==> config.mk <==
export PLATFORM = sky130hd
export DESIGN_NAME = parking_slot_tracker
export DESIGN_NICKNAME = d
export VERILOG_FILES = /design/src/rtl/parking_pkg.sv /design/src/rtl/lowest_free_slot.sv /design/src/rtl/parking_slot_tracker.sv
export SDC_FILE = /design/constraint.sdc
export NUM_CORES = 1
export LEC_CHECK = 0
export ABC_AREA = 0
export CORE_ASPECT_RATIO = 1.4
export CORE_UTILIZATION = 53
export DETAILED_ROUTE_END_ITERATION = 8
export PLACE_DENSITY_LB_ADDON = 0.3
export SLEW_MARGIN = 20
export SYNTH_ARGS = -nofsm -noshare
export SYNTH_HDL_FRONTEND = slang
export SYNTH_SLANG_ARGS = --single-unit
==> constraint.sdc <==
create_clock -name clk -period 3.3 [get_ports clk]
set_clock_uncertainty 0.15 [all_clocks]
set_input_delay 0.66 -clock clk [delete_from_list [all_inputs] [get_ports clk]]
set_output_delay 0.66 -clock clk [all_outputs]
set_load 0.01 [all_outputs]
==> src/rtl/parking_pkg.sv <==
// Shared constants and FSM state type for the parking slot tracker.
package parking_pkg;

  localparam int SLOTS  = 8;
  localparam int SLOT_W = 3;
  localparam int GATE_W = 4;

  typedef enum logic [1:0] {
    IDLE  = 2'd0,
    GRANT = 2'd1,
    GATE  = 2'd2
  } state_t;

endpackage : parking_pkg

==> src/rtl/lowest_free_slot.sv <==
// Combinational priority encoder: index of the lowest clear bit in the occupancy vector.
module lowest_free_slot
  import parking_pkg::*;
(
  input  logic [SLOTS-1:0]  occupancy,
  output logic [SLOT_W-1:0] free_idx,
  output logic              none_free
);

  // NOTE: every output gets a default before the search so no latch is inferred.
  always_comb begin
    free_idx  = '0;
    none_free = 1'b1;
    // Scan downwards so the lowest free slot is the last one written and wins.
    for (int i = SLOTS - 1; i >= 0; i--) begin
      if (!occupancy[i]) begin
        free_idx  = SLOT_W'(i);
        none_free = 1'b0;
      end
    end
  end

endmodule : lowest_free_slot

==> src/rtl/parking_slot_tracker.sv <==
// Slot allocator: grants the lowest free slot, times the entry gate, retires slots on exit.
// Define PARKING_STATS_EN to build the entries_total counter; otherwise it reads as 0.
module parking_slot_tracker
  import parking_pkg::*;
#(
  parameter int GATE_CYCLES = 4
) (
  input  logic              clk,
  input  logic              rst,
  input  logic              enter_req,
  input  logic              exit_req,
  input  logic [SLOT_W-1:0] exit_slot,
  output logic [SLOTS-1:0]  occupancy,
  output logic              full,
  output logic              enter_grant,
  output logic [SLOT_W-1:0] grant_slot,
  output logic              enter_reject,
  output logic              gate_open,
  output logic              exit_err,
  output logic [7:0]        entries_total
);

  localparam logic [GATE_W-1:0] GATE_LOAD = GATE_W'(GATE_CYCLES - 1);

  state_t              state;
  logic [GATE_W-1:0]   gate_cnt;
  logic [SLOT_W-1:0]   free_idx;
  logic                none_free;
  logic                take_grant;
  logic                take_reject;
  logic                exit_miss;
  logic [SLOTS-1:0]    set_mask;
  logic [SLOTS-1:0]    clr_mask;
  logic [SLOTS-1:0]    occ_next;

  lowest_free_slot u_lowest_free (
    .occupancy (occupancy),
    .free_idx  (free_idx),
    .none_free (none_free)
  );

  // Requests are ignored while a reject pulse is still high, so a held
  // request against a full lot re-rejects every second cycle.
  always_comb begin
    take_grant  = (state == IDLE) && enter_req && !enter_reject && !none_free;
    take_reject = (state == IDLE) && enter_req && !enter_reject &&  none_free;
    exit_miss   = exit_req && !occupancy[exit_slot];
    set_mask    = '0;
    clr_mask    = '0;
    if (take_grant) set_mask[free_idx] = 1'b1;
    if (exit_req && occupancy[exit_slot]) clr_mask[exit_slot] = 1'b1;
    occ_next    = (occupancy | set_mask) & ~clr_mask;
  end

  // NOTE: sequential state uses non-blocking assignments so every register
  // samples pre-edge values regardless of statement order.
  always_ff @(posedge clk or posedge rst) begin
    if (rst) begin
      state        <= IDLE;
      gate_cnt     <= '0;
      occupancy    <= '0;
      full         <= 1'b0;
      enter_grant  <= 1'b0;
      grant_slot   <= '0;
      enter_reject <= 1'b0;
      gate_open    <= 1'b0;
      exit_err     <= 1'b0;
    end else begin
      occupancy    <= occ_next;
      full         <= &occ_next;
      exit_err     <= exit_miss;
      enter_grant  <= 1'b0;
      enter_reject <= 1'b0;
      case (state)
        IDLE: begin
          if (take_grant) begin
            state       <= GRANT;
            grant_slot  <= free_idx;
            enter_grant <= 1'b1;
          end else if (take_reject) begin
            enter_reject <= 1'b1;
          end
        end
        GRANT: begin
          state     <= GATE;
          gate_cnt  <= GATE_LOAD;
          gate_open <= 1'b1;
        end
        GATE: begin
          if (gate_cnt == '0) begin
            state     <= IDLE;
            gate_open <= 1'b0;
          end else begin
            gate_cnt <= gate_cnt - 1'b1;
          end
        end
        default: begin
          state     <= IDLE;
          gate_open <= 1'b0;
        end
      endcase
    end
  end

`ifdef PARKING_STATS_EN
  always_ff @(posedge clk or posedge rst) begin
    if (rst)             entries_total <= '0;
    else if (take_grant) entries_total <= entries_total + 8'd1;
  end
`else
  assign entries_total = '0;
`endif

endmodule : parking_slot_tracker

==> results.cfg <==
[synth]
synth_seq_cells = 22
ys_types = 47
synth_mux_area_share_pct = 2.27
yosys_most_used_dff = dfrtp_1
yosysWarningCount = 0
synth_xor_area_share_pct = 0
synth_compound_area_share_pct = 23.1
async_flop_share_pct = 100
synth_fa_ha_area_share_pct = 2.64
synth_top_family_by_area = compound AO/OA/AOI/OAI gates
syn_inst = 136
yosysSeqAreaShare_pct = 41.5
postSynthAreaPerCell_um2 = 9.74
yosys.area_share.simple_pct = 19.5
netlist_area_um2 = 1330
synth-edff-count = 0

[power]
pwr-share-comb_pct = 48.8
p_leak_nw = 0.667
p_sw_mw = 0.519
clockPowerShare_pct = 11.6
total_power_mw = 1.29
power_frac_seq_pct = 39.5
power.density_nw_per_um2 = 829
netSwitchingFraction_pct = 40.3
p_int_mw = 0.768
ir_drop_v = 0.000446

[critical_path]
cp-startpoint = exit_slot[0]
crit_path_end_kind = flop
crit_buf_inv = 1
max_stage_delay_ps = 780
worstRegToRegCells = 5
critPathKind = primary input to flop
path_cells = clkdlybuf4s50_1 -> nand4bb_1 -> nand3_1 -> o21ai_0 -> o32a_2 -> nor4b_4
cp_slowest_cell = clkdlybuf4s50_1
cp.arrival_ps = 2560
reg2reg_from = state[0]
critPathLaunchType = primary input
cp-endpoint = full
cp_max_fo = 14
crit_required_ps = 3380
r2r_slack_ps = 1220
r2r_end = full
cp.depth = 6
path_delay_family = buffers and inverters

[global_routing]
grt.overflow.total = 0
grt_max_degree = 23
grt_pass1_wl_mm = 4.33
grt_use_total_pct = 22.0
antenna_found_initial = 0
grt_pass1_vias = 964

[timing]
tightest_slew_ps = 823
setup_tns_ps = 0
slew_headroom_pct = 45.1
fin_ws_ps = 821
final_max_slew_viol_count = 0
fin_crit_ps = 2480
max_freq_ghz = 0.403
rsz0062_at_grt = false
finalHoldViolCount = 0
period_share_pct = 75.1
setup_viol_count_final = 0

[detailed_routing]
dr.pass1.iters = 6
vias_per_cell = 5.77
drt-wirelength-per-cell_um = 14.4
ant_nets = 0
dr_total_vias = 1084
drc_errors = 0
routed_wl_mm = 2.71
drt_iter0_markers = 22

[clock_tree]
cts_max_level = 1
numCtsBuffers = 3
path_clk_slew_ps = 120
cts_resized = 0
cts_root_buf = clkbuf_4
cts_tree = built
cts_setup_buffers = 0
clock_path_buffers = 2
clock-sinks = 22
worstSkewPairLatency_ps = 310
cts_hold_buf = 0

[layout]
design_area_um2 = 1550
nNetsFinal = 164
area_growth_pct = 17.1
final_cells = 188
seqCellArea_um2 = 551
antenna_cells = 0
n_fill_cell = 199
multi_input_area_um2 = 661
drive_gt1_share_pct = 7.14

[die]
rows = 21
core_um2 = 2390
die_x_um = 44.3
die_area_um2 = 2710
start_util_pct = 55.4
die_h_um = 61.2
pin_count = 31

[placement]
placed_cells = 184
dp_hpwl_mm = 2.04
pre_cts_ws_ps = 512
placed_cell_area_um2 = 1520
finalWeightedCongestion = 0.888
io_buffers = 22

[min_path]
hold_class = flop to flop
holdPathStages = 1

[status]
status = completed

[run]
maxCapViolations = 0
cells in the mapped netlist (3+ instances only):
cell type	count	area share (%)
a21oi_1	12	4.5
buf_4	9	5.1
inv_1	9	2.5
a31oi_1	4	1.9
o21a_1	3	1.7
nand2_1	6	1.7
buf_2	4	1.5
o21ai_0	7	2.6
mux2i_1	3	2.3
a41oi_1	3	2.0
dfrtp_1	22	42
nor2_1	8	2.3
logic make-up after synthesis:
kind of cell / after synthesis
AND/OR/NAND/NOR: 38
other: 1
flip-flops: 22
AO/OA/AOI/OAI: 44
multiplexers: 3
adder cells (fa/ha/maj): 3
buffers and inverters: 25
state kept, by name, indices dropped and copies added, names as in the netlist:
register	cells
occupancy	8
gate_cnt	4
grant_slot	3
state	2
enter_grant	1
enter_reject	1
exit_err	1
full	1
gate_open	1
cells in the final DEF (no fill, tap or decap), drive strengths merged, types with 2 or more instances in the layout:
master / count
o22a: 2
a21oi: 12
clkbuf: 4
a31oi: 5
nor3b: 2
nor2: 8
nor4b: 2
inv: 9
o32a: 2
nand4b: 2
nand3: 2
nand4: 2
ha: 2
nand2: 6
mux2i: 3
o21a: 3
o21ai: 8
o211ai: 2
nor3: 2
a41oi: 3
nand2b: 2
clkdlybuf4s50: 22
nor2b: 2
dfrtp: 22
conb: 8
area by class of cell:
cell class | instances | share of cell area [%]
multi-input combinational | 96 | 42.6
sequential | 22 | 35.5
timing repair buffer | 23 | 14.7
tap | 34 | 2.74
clock buffer | 4 | 2.34
inverter | 9 | 2.18
metal layers:
layer / GRT usage, % / share of wire, % / up-vias
li1: - / - / 520
met1: 25.3 / 41 / 536
met2: 39.9 / 54 / 23
met3: 2.93 / 2.7 / 5
met4: 10.4 / 1.8 / 0
met5: 0 / 0 / -
power groups by stage:
stage / sequential, mW / combinational (mW) / clock (mW)
3_3_place_gp: 0.505 / 0.617 / 0
2_1_floorplan: 0.488 / 0.430 / 0
5_1_grt: 0.527 / 0.685 / 0.163
4_1_cts: 0.507 / 0.634 / 0.154
6_report: 0.509 / 0.628 / 0.150
3_5_place_dp: 0.513 / 0.630 / 0
per-stage QoR:
stage / utilization, % / hold WS (ps)
2_1_floorplan: - / 326
3_3_place_gp: 63.4 / 323
3_5_place_dp: 63.4 / 325
4_1_cts: 64.9 / 354
5_1_grt: 64.9 / 370
6_report: 64.9 / 351
worst min-delay path by stage:
stage / startpoint / to / slack, ps
after floorplan: gate_cnt[1] / gate_cnt[1] / 330
final: gate_open / gate_open / 350
after CTS: gate_open / gate_open / 350
after detailed placement: gate_open / gate_open / 320
after global routing: gate_open / gate_open / 370
after global placement: gate_open / gate_open / 320
Power figures use the tool's default switching activity.
